===== src/rtl/arty_dma_gate_pkg.sv =====
// Shared types and constants for the Arty DMA gate that sits between the core
// DMA port and the cache-to-AXI translator in front of the MIG.
package arty_dma_gate_pkg;

  localparam int ddr_addr_width_c  = 28;
  localparam int dma_daddr_width_c = 28;

  typedef enum logic [0:0] {
    e_wait_calib = 1'b0,
    e_run        = 1'b1
  } gate_state_e;

  typedef struct packed {
    logic                         write_not_read;
    logic [dma_daddr_width_c-1:0] addr;
  } dma_pkt_s;

  // Width of a counter that must hold values 0..n-1, never narrower than one bit.
  function automatic int ctr_width(input int n);
    return (n > 1) ? $clog2(n) : 1;
  endfunction

endpackage


===== src/rtl/arty_dma_gate_tracker.sv =====
// Per-direction outstanding-block counter with an intra-block beat counter and a
// sticky flag for beats that arrive while nothing is owed.
module arty_dma_gate_tracker
  import arty_dma_gate_pkg::*;
#(
  parameter int max_blocks_p = 2,
  parameter int block_size_p = 8
) (
  input  logic clk_i,
  input  logic reset_i,
  input  logic accept_i,
  input  logic beat_i,
  output logic empty_o,
  output logic full_o,
  output logic last_o,
  output logic error_o
);

  localparam int blk_w_lp  = ctr_width(max_blocks_p + 1);
  localparam int beat_w_lp = ctr_width(block_size_p);
  localparam logic [blk_w_lp-1:0]  max_lp  = blk_w_lp'(max_blocks_p);
  localparam logic [beat_w_lp-1:0] last_lp = beat_w_lp'(block_size_p - 1);

  logic [blk_w_lp-1:0]  blocks_r, blocks_n;
  logic [beat_w_lp-1:0] beat_r, beat_n;
  logic                 error_r;
  logic                 empty_s, underflow_s, last_s;

  // Next-state for block and beat counters; an unowed beat leaves both untouched.
  always_comb begin
    empty_s     = (blocks_r == {blk_w_lp{1'b0}});
    underflow_s = beat_i & empty_s;
    last_s      = beat_i & ~empty_s & (beat_r == last_lp);
    beat_n      = beat_r;
    blocks_n    = blocks_r;
    if (beat_i & ~empty_s) begin
      if (beat_r == last_lp) begin
        beat_n = {beat_w_lp{1'b0}};
      end else begin
        beat_n = beat_r + 1'b1;
      end
    end else begin
      beat_n = beat_r;
    end
    case ({accept_i, last_s})
      2'b10:   blocks_n = blocks_r + 1'b1;
      2'b01:   blocks_n = blocks_r - 1'b1;
      default: blocks_n = blocks_r;
    endcase
  end

  // Counter and sticky-error registers.
  always_ff @(posedge clk_i) begin
    if (reset_i) begin
      blocks_r <= {blk_w_lp{1'b0}};
      beat_r   <= {beat_w_lp{1'b0}};
      error_r  <= 1'b0;
    end else begin
      blocks_r <= blocks_n;
      beat_r   <= beat_n;
      error_r  <= error_r | underflow_s;
    end
  end

  assign empty_o = empty_s;
  assign full_o  = (blocks_r == max_lp);
  assign last_o  = last_s;
  assign error_o = error_r;

  arty_dma_gate_tracker_chk #(
    .max_blocks_p(max_blocks_p),
    .blk_w_p     (blk_w_lp)
  ) chk (
    .clk_i   (clk_i),
    .reset_i (reset_i),
    .inc_i   (accept_i),
    .dec_i   (last_s),
    .blocks_i(blocks_r)
  );

endmodule


===== src/rtl/arty_dma_gate_tracker_chk.sv =====
// Occupancy checks for one direction's block counter; kept out of the
// datapath so the tracker stays purely synthesizable logic.
module arty_dma_gate_tracker_chk #(
  parameter int max_blocks_p = 2,
  parameter int blk_w_p      = 2
) (
  input logic               clk_i,
  input logic               reset_i,
  input logic               inc_i,
  input logic               dec_i,
  input logic [blk_w_p-1:0] blocks_i
);

  a_no_overflow: assert property (@(posedge clk_i) disable iff (reset_i)
    (inc_i && !dec_i) |-> (blocks_i != blk_w_p'(max_blocks_p)));

  a_no_underflow: assert property (@(posedge clk_i) disable iff (reset_i)
    (dec_i && !inc_i) |-> (blocks_i != {blk_w_p{1'b0}}));

endmodule


===== src/rtl/arty_dma_gate.sv =====
// Holds DRAM DMA traffic until MIG calibration completes, bounds outstanding
// read/write blocks, wraps addresses into the DDR window and drives status LEDs.
module arty_dma_gate
  import arty_dma_gate_pkg::*;
#(
  parameter int daddr_width_p         = dma_daddr_width_c,
  parameter int dram_addr_width_p     = ddr_addr_width_c,
  parameter int data_width_p          = 64,
  parameter int block_size_in_words_p = 8,
  parameter int max_rd_blocks_p       = 2,
  parameter int max_wr_blocks_p       = 2
) (
  input  logic                     clk_i,
  input  logic                     reset_i,
  input  logic                     calib_done_i,
  input  logic [daddr_width_p:0]   core_dma_pkt_i,
  input  logic                     core_dma_pkt_v_i,
  output logic                     core_dma_pkt_yumi_o,
  output logic [daddr_width_p:0]   mem_dma_pkt_o,
  output logic                     mem_dma_pkt_v_o,
  input  logic                     mem_dma_pkt_yumi_i,
  input  logic [data_width_p-1:0]  mem_dma_data_i,
  input  logic                     mem_dma_data_v_i,
  output logic                     mem_dma_data_ready_and_o,
  output logic [data_width_p-1:0]  core_dma_data_o,
  output logic                     core_dma_data_v_o,
  input  logic                     core_dma_data_ready_and_i,
  input  logic [data_width_p-1:0]  core_dma_data_i,
  input  logic                     core_dma_data_v_i,
  output logic                     core_dma_data_yumi_o,
  output logic [data_width_p-1:0]  mem_dma_data_o,
  output logic                     mem_dma_data_v_o,
  input  logic                     mem_dma_data_yumi_i,
  output logic                     addr_error_o,
  output logic                     rd_error_o,
  output logic                     wr_error_o,
  output logic                     done_o
);

  typedef struct packed {
    logic                     write_not_read;
    logic [daddr_width_p-1:0] addr;
  } pkt_s;

  localparam logic [daddr_width_p-1:0] keep_mask_lp =
    daddr_width_p'({dram_addr_width_p{1'b1}});

  gate_state_e state_r, state_n;
  logic        sync_meta_r, sync_r;
  logic        addr_error_r, seen_complete_r, done_r;
  pkt_s        core_pkt_s, mem_pkt_s;
  logic        run_s, stall_s, addr_oob_s;
  logic        pkt_v_s, pkt_accept_s, rd_accept_s, wr_accept_s;
  logic        rd_beat_s, wr_fire_s, wr_spur_s, wr_v_s;
  logic        rd_empty_s, rd_full_s, rd_last_s;
  logic        wr_empty_s, wr_full_s, wr_last_s;

  assign core_pkt_s = core_dma_pkt_i;

  // Calibration synchronizer, run-state register and sticky status flags.
  always_ff @(posedge clk_i) begin
    if (reset_i) begin
      sync_meta_r     <= 1'b0;
      sync_r          <= 1'b0;
      state_r         <= e_wait_calib;
      addr_error_r    <= 1'b0;
      seen_complete_r <= 1'b0;
      done_r          <= 1'b0;
    end else begin
      sync_meta_r     <= calib_done_i;
      sync_r          <= sync_r | sync_meta_r;
      state_r         <= state_n;
      addr_error_r    <= addr_error_r | (pkt_accept_s & addr_oob_s);
      seen_complete_r <= seen_complete_r | rd_last_s | wr_last_s;
      done_r          <= sync_r & seen_complete_r & rd_empty_s & wr_empty_s;
    end
  end

  // Gate FSM: once calibrated the gate stays open until reset.
  always_comb begin
    state_n = state_r;
    case (state_r)
      e_wait_calib: begin
        if (sync_r) begin
          state_n = e_run;
        end else begin
          state_n = e_wait_calib;
        end
      end
      e_run:   state_n = e_run;
      default: state_n = e_wait_calib;
    endcase
  end

  // Packet and data handshakes, all forced idle until the gate is open.
  always_comb begin
    run_s                    = (state_r == e_run);
    mem_pkt_s.write_not_read = core_pkt_s.write_not_read;
    mem_pkt_s.addr           = core_pkt_s.addr & keep_mask_lp;
    addr_oob_s               = |(core_pkt_s.addr & ~keep_mask_lp);
    if (core_pkt_s.write_not_read) begin
      stall_s = wr_full_s;
    end else begin
      stall_s = rd_full_s;
    end
    pkt_v_s      = run_s & core_dma_pkt_v_i & ~stall_s;
    pkt_accept_s = pkt_v_s & mem_dma_pkt_yumi_i;
    rd_accept_s  = pkt_accept_s & ~core_pkt_s.write_not_read;
    wr_accept_s  = pkt_accept_s & core_pkt_s.write_not_read;
    rd_beat_s    = run_s & mem_dma_data_v_i & core_dma_data_ready_and_i;
    // Write beats with nothing owed are swallowed so the core cannot hang.
    wr_v_s       = run_s & core_dma_data_v_i & ~wr_empty_s;
    wr_fire_s    = wr_v_s & mem_dma_data_yumi_i;
    wr_spur_s    = run_s & core_dma_data_v_i & wr_empty_s;
  end

  arty_dma_gate_tracker #(
    .max_blocks_p(max_rd_blocks_p),
    .block_size_p(block_size_in_words_p)
  ) rd_tracker (
    .clk_i   (clk_i),
    .reset_i (reset_i),
    .accept_i(rd_accept_s),
    .beat_i  (rd_beat_s),
    .empty_o (rd_empty_s),
    .full_o  (rd_full_s),
    .last_o  (rd_last_s),
    .error_o (rd_error_o)
  );

  arty_dma_gate_tracker #(
    .max_blocks_p(max_wr_blocks_p),
    .block_size_p(block_size_in_words_p)
  ) wr_tracker (
    .clk_i   (clk_i),
    .reset_i (reset_i),
    .accept_i(wr_accept_s),
    .beat_i  (wr_fire_s | wr_spur_s),
    .empty_o (wr_empty_s),
    .full_o  (wr_full_s),
    .last_o  (wr_last_s),
    .error_o (wr_error_o)
  );

  assign mem_dma_pkt_o            = mem_pkt_s;
  assign mem_dma_pkt_v_o          = pkt_v_s;
  assign core_dma_pkt_yumi_o      = pkt_accept_s;
  assign core_dma_data_o          = mem_dma_data_i;
  assign core_dma_data_v_o        = run_s & mem_dma_data_v_i;
  assign mem_dma_data_ready_and_o = run_s & core_dma_data_ready_and_i;
  assign mem_dma_data_o           = core_dma_data_i;
  assign mem_dma_data_v_o         = wr_v_s;
  assign core_dma_data_yumi_o     = wr_fire_s | wr_spur_s;
  assign addr_error_o             = addr_error_r;
  assign done_o                   = done_r;

endmodule


===== config.mk =====
export PLATFORM = sky130hd
export DESIGN_NAME = arty_dma_gate
export DESIGN_NICKNAME = d
export VERILOG_FILES = /design/src/rtl/arty_dma_gate_pkg.sv /design/src/rtl/arty_dma_gate_tracker.sv /design/src/rtl/arty_dma_gate_tracker_chk.sv /design/src/rtl/arty_dma_gate.sv
export SDC_FILE = /design/constraint.sdc
export NUM_CORES = 1
export LEC_CHECK = 0
export ABC_AREA = 1
export BUFFER_PORTS_ARGS = -buffer_cell sky130_fd_sc_hd__buf_2
export CAP_MARGIN = 10
export CELL_PAD_IN_SITES_DETAIL_PLACEMENT = 0
export CELL_PAD_IN_SITES_GLOBAL_PLACEMENT = 1
export CORE_AREA = 2 2 130 132
export CTS_CLUSTER_DIAMETER = 150
export CTS_CLUSTER_SIZE = 28
export DETAILED_ROUTE_END_ITERATION = 10
export DIE_AREA = 0 0 132 134
export GPL_ROUTABILITY_DRIVEN = 0
export GPL_TIMING_DRIVEN = 0
export PLACE_DENSITY = 0.63
export SLEW_MARGIN = 20
export SYNTH_ARGS = -nofsm -noshare
export SYNTH_HDL_FRONTEND = slang
export SYNTH_SLANG_ARGS = --single-unit

===== constraint.sdc =====
create_clock -name clk_i -period 2.42 [get_ports clk_i]
set_input_delay 0.121 -clock clk_i [delete_from_list [all_inputs] [get_ports clk_i]]
set_output_delay 0.121 -clock clk_i [all_outputs]
set_load 0.01 [all_outputs]

## Yosys cells after proc, flatten, opt, wreduce, memory -nomap -nowiden

Cells that the tools add are included.

- Register bits after elaboration: 17
- Word-level logic and storage cells: 68
- Output and inout port bits: 167

- Add/subtract/negate cells: 6
- Equal/unequal tests: 8
- Reductions and logical operators: 4
- Multiplexer cells: 7
- Bitwise operators: 32

Operators with widths:

| cell | number |
|---|---|
| bitwise AND 1 bit | 21 |
| equality test 2 bit, second input constant | 4 |
| one-hot mux 2 bit (2 select lines) | 2 |
| adder 3 x 1 -> 3 bit, second input constant | 2 |
| equality test 3 bit, second input constant | 2 |
| 2-to-1 mux 3 bit | 2 |
| bitwise OR 1 bit | 6 |
| NOT 1 bit | 5 |
| adder 2 x 1 -> 2 bit, second input constant | 2 |
| equality test 2 x 1 -> 1 bit, second input constant | 2 |
| zero test 2 bit | 2 |
| nonzero test 2 bit | 2 |
| subtractor 2 x 1 -> 2 bit, second input constant | 2 |
| 2-to-1 mux 1 bit | 2 |
| one-hot mux 1 bit (2 select lines) | 1 |

## Depth between registers and ports, before layout

- Word-level depth: 9
- Depth in mapped cells: 10
- Gate-level depth less buffers: 10

## Hierarchy

From an unflattened synthesis, not the netlist that was laid out.

- Cells, all modules: 283
- Area total of the unflattened synthesis: 2031.9 um2

Modules (own cells, without submodules):

| module | sequential area each (um2) | instances | area each (um2) | cells each |
|---|---|---|---|---|
| arty_dma_gate | 100.1 | 1 | 1423.9 | 195 |
| arty_dma_gate_tracker | 120.1 | 2 | 304.0 | 44 |

## Worst setup path before layout

OpenSTA, ideal clock, no wires.

- Kind: reg-to-reg
- From: reg state_r, in the netlist run_s
- To: reg rd_tracker.blocks_r[1]
- Required time: 2.305 ns
- Cell stages (with the launch flop): 10
- Setup time: 0.115 ns
- Arrival: 1.527 ns
- Path buffers: 0
- Slack: 0.777 ns
- Clock period less this slack: 1.643 ns
- Cell sequence: dfxtp_1 > nand2_1 > inv_1 > nand3_1 > nor2_1 > nand2_1 > ha_1 > or2_2 > a31oi_1 > nor2_1

- Word-level cells in the longest chain between the ends: 6
- Elaborated cells on any way between the ends: 12
- Classes of those cells: eq/ne (2); mux (1); bitwise (8); reduce/logical (1)

RTL lines:

| item | line | source |
|---|---|---|
| from (decl) | arty_dma_gate.sv:48 | `gate_state_e state_r, state_n;` |
| from (signal assigned) | arty_dma_gate.sv:65 | `state_r <= e_wait_calib;` |
| from (signal assigned) | arty_dma_gate.sv:72 | `state_r <= state_n;` |
| bitwise AND 1 bit (*) (2 in a row) | arty_dma_gate.sv:106 | `pkt_v_s = run_s & core_dma_pkt_v_i & ~stall_s;` |
| bitwise AND 1 bit (*) | arty_dma_gate.sv:107 | `pkt_accept_s = pkt_v_s & mem_dma_pkt_yumi_i;` |
| net core_dma_pkt_yumi_o | arty_dma_gate.sv:18 | `output logic core_dma_pkt_yumi_o,` |
| bitwise AND 1 bit (*) | arty_dma_gate.sv:108 | `rd_accept_s = pkt_accept_s & ~core_pkt_s.write_not_read;` |
| equality test 2 x 1 -> 1 bit / equality test 2 bit (equally long branches) | arty_dma_gate_tracker.sv:45 | `case ({accept_i, last_s})` |
| one-hot mux 2 bit (2 select lines) / nonzero test 2 bit (equally long branches) | - |  |
| to (signal assigned) | arty_dma_gate_tracker.sv:55 | `blocks_r <= {blk_w_lp{1'b0}};` |
| to (signal assigned) | arty_dma_gate_tracker.sv:59 | `blocks_r <= blocks_n;` |
| to (decl) | arty_dma_gate_tracker.sv:24 | `logic [blk_w_lp-1:0] blocks_r, blocks_n;` |

The timed path passes the listed nets; every way through them passes the cells marked *.
A chain may end at the register's enable or synchronous reset.

## Final worst setup path

- From: reg state_r, in the netlist run_s
- To: reg rd_tracker.blocks_r[1]

- Word-level cells in the longest chain between the ends: 6
- Elaborated cells on any way between the ends: 12
- Classes of those cells: eq/ne (2); mux (1); bitwise (8); reduce/logical (1)

RTL lines:

| item | line |
|---|---|
| bitwise AND 1 bit (on tied branches) (2 in a row) | arty_dma_gate.sv:110, arty_dma_gate.sv:106 |
| bitwise AND 1 bit (on tied branches) | arty_dma_gate_tracker.sv:33, arty_dma_gate.sv:107 |
| bitwise AND 1 bit (on tied branches) | arty_dma_gate_tracker.sv:33, arty_dma_gate.sv:108 |
| equality test 2 x 1 -> 1 bit / equality test 2 bit (equally long branches) | arty_dma_gate_tracker.sv:45 |
| one-hot mux 2 bit (2 select lines) / nonzero test 2 bit (equally long branches) | - |

Several ways; a longest one is shown, not always the timed one.

==> summary.md <==
| Metric | Value |
|---|---|
| Status | `complete, no violations` |
| Final Routed Wirelength | `5.590 mm` |
| Crit path largest cell delay | `530 ps` |
| DRC errors left | `0` |
| Max cap viols | `0` |
| Crit. End Element | `register` |
| Crit-path max FO | `7` |
| Fillers | `1847` |
| Global route total overflow | `0` |
| Layout area overhead | `60.72%` |
| Hold WS | `80.40 ps` |
| Final setup viols | `0` |
| Gate Count Post-Synth | `277` |
| Synth cell count leaders | `buf_4, nor2_1, inv_1, dfxtp_1, nand2_1` |
| Pwr/cell area | `326.1 mW/mm²` |
| Highest routed layer | `met3` |
| Worst-path cell chain | `nand2_1 > inv_1 > nand3_1 > nor2_1 > nand2_1 > ha_1 > or2_2 > a31oi_1 > nor2_1` |
| Placed Area | `0.003166 mm²` |
| Core ar. | `0.01629 mm²` |
| M1 WL | `1.813 mm` |
| Setup_tns | `0 ps` |
| Port bufs | `174` |
| Row Count | `47` |
| Share of layout cells above drive strength 1 | `75.60%` |
| Cell variety after synth | `19` |
| Vias in the first global route | `1768` |
| Initial DRT Pass Iterations | `4` |
| Synth top area cells | `buf_4, dfxtp_1, nor2_1` |
| Die W | `132 µm` |
| Gr usage total | `5.369%` |
| HP Class | `input pin to register` |
| Die ar. | `0.01769 mm²` |
| Fin crit share | `75.80%` |
| CTS sink cnt | `17` |
| Global-route wire length before repair | `7.893 mm` |
| Worst-Skew Late Latency | `250 ps` |
| ANT cells | `0` |
| Antenna violations before repair | `0` |
| R2r worst-path depth | `9` |
| Routed WL per cell | `8.281 µm` |
| CP Buf/Inv Count | `1` |
| Via count | `2069` |
| DR vias/cell | `3.065` |
| Leakage | `1.950 nW` |
| Nets@finish | `628` |
| Root Buffer Master | `clkbuf_16` |
| Antenna viol nets, final | `0` |
| Die H | `134 µm` |
| Skew final | `3.745 ps` |
| # H-tree levels | `1` |
| CP arrival | `1980 ps` |
| Clock Pin Slew Worst Setup and Hold Paths | `50 ps` |
| Largest net degree at the start of global routing | `11` |
| Post-DP HPWL | `5.081 mm` |
| YS warnings | `0` |
| Routed wl met2 | `2.960 mm` |
| Max Buffers Root-to-Sink | `2` |
| Cts hold-fix bufs | `0` |
| Async S/R FF share, synth | `0%` |
| Post-synth top area share | `58.74%` |
| Worst EP required | `2560 ps` |
| Hold Fails Final Rpt | `0` |
| Met3 routed WL | `816 µm` |
| #FFs+latches synth | `17` |
| Final instance area | `0.003246 mm²` |
| WHS Path Cells | `3` |
| Top-Level Pins | `333` |
| CP max-delay cell | `dfxtp_1` |
| Cell with the most instances after synthesis | `buf_4` |
| Average size of a mapped cell | `7.290 µm²` |
| Maximum VDD drop | `0.0002342 V` |
| Mapped Nets | `449` |
| Post-CTS Resized | `0` |
| Most common flop cell mapped by yosys | `dfxtp_1` |
| Unrepaired setup endpoints after global routing | `false` |
| Final worst path period need | `1834 ps` |
| Max Clock Freq | `545.1 MHz` |
| Stages on worst setup path | `9` |
| Register area share after synthesis | `16.85%` |
| Crit path max-delay family | `simple AND/OR/NAND/NOR gates` |
| Post-synth EDFFs | `0` |
| Setup CP Type | `register to register` |
| Starting Density | `12.40%` |
| DRC marker count from the first detailed-route iteration | `42` |
| # Post-CTS Setup Buffers | `0` |
| Synth area leader | `buf_4` |
| CTS tree | `yes` |
| Startpoint Class | `register` |
| Netlist Area Pre-Place | `0.002019 mm²` |
| Num CTS Buffers | `3` |
| Max Slew Vio Count | `0` |
[registers in the layout (all words and copies together) (netlist names)]
| signal | count |
|---|---|
| wr_tracker.error_o | 1 |
| seen_complete_r | 1 |
| done_o | 1 |
| sync_r | 1 |
| wr_tracker.blocks_r | 2 |
| sync_meta_r | 1 |
| wr_tracker.beat_r | 3 |
| rd_tracker.error_o | 1 |
| rd_tracker.blocks_r | 2 |
| rd_tracker.beat_r | 3 |
| run_s | 1 |
[stage by stage]
stage	util, %	instances	setup slack (ps)	power, mW
6_report	19.92	675	585.5	1.058
3_3_place_gp	19.43	671	579.5	0.7356
5_1_grt	19.92	675	331.1	1.120
4_1_cts	19.92	675	547.4	1.082
3_5_place_dp	19.43	671	557.2	0.7375
2_1_floorplan	-	277	777.4	0.5875
[power by group]
group	switching [mW]	leakage [nW]	internal (mW)
combinational	0.167	1.77	0.264
clock	0.113	0.0409	0.221
sequential	0.00693	0.138	0.286
total	0.288	1.95	0.771
[cell type report]
cell class	instances	area, µm²	share of cell area (%)
tap	220	275.3	8.481
timing repair buffer	174	870.8	26.83
inverter	22	83.83	2.583
buffer	159	1191	36.70
clock buffer	3	75.07	2.313
multi-input combinational	79	404.1	12.45
clock inverter	1	5.005	0.1542
sequential	17	340.3	10.49
[layer usage]
metal | up-vias | track usage (%)
met5 | - | 0
met3 | 0 | 2.268
met1 | 840 | 5.344
met2 | 184 | 10.82
met4 | 0 | 0.1812
li1 | 1045 | -
[worst paths after layout]
path	from	endpoint	slack, ps
min reg2reg	sync_meta_r$_SDFF_PP0_	sync_r$_SDFF_PP0_	430
max reg2reg	run_s$_SDFF_PP0_	rd_tracker.blocks_r[1]$_SDFFE_PP0P_	590
min	calib_done_i	sync_meta_r$_SDFF_PP0_	80
max	run_s$_SDFF_PP0_	rd_tracker.blocks_r[1]$_SDFFE_PP0P_	590
[cell families after synthesis]
group | synth area share (%)
AOI/OAI and AO/OA | 3.655
adders and majority gates | 3.717
buffers and inverters | 63.13
DFF | 16.85
other | 0.1857
and+or+nand+nor | 12.45
[worst reg2reg max path, cell delays in order, from the launching register on]
cell and delay, ps:
dfxtp_1 530, nand2_1 80, inv_1 70, nand3_1 100, nor2_1 190, nand2_1 90, ha_1 190, or2_2 280
a31oi_1 140, nor2_1 50
[placed cells by master, fill, tap and decap left out]
master,Yosys,routed
buf_2,1,175
buf_4,158,158
nor2_1,26,26
inv_1,21,21
dfxtp_1,17,17
nand2_1,15,15
nand3_1,7,7
o21ai_0,7,7
ha_1,6,6
a21oi_1,4,4
a31oi_1,3,3
clkbuf_16,0,3
nor2_2,2,2
nand2_2,2,2
or2_2,2,2
nand4_1,2,2
clkinv_2,1,2
nand3b_1,1,1
nor3_1,1,1
conb_1,1,1
No activity file was read; power rests on OpenSTA's default activity.
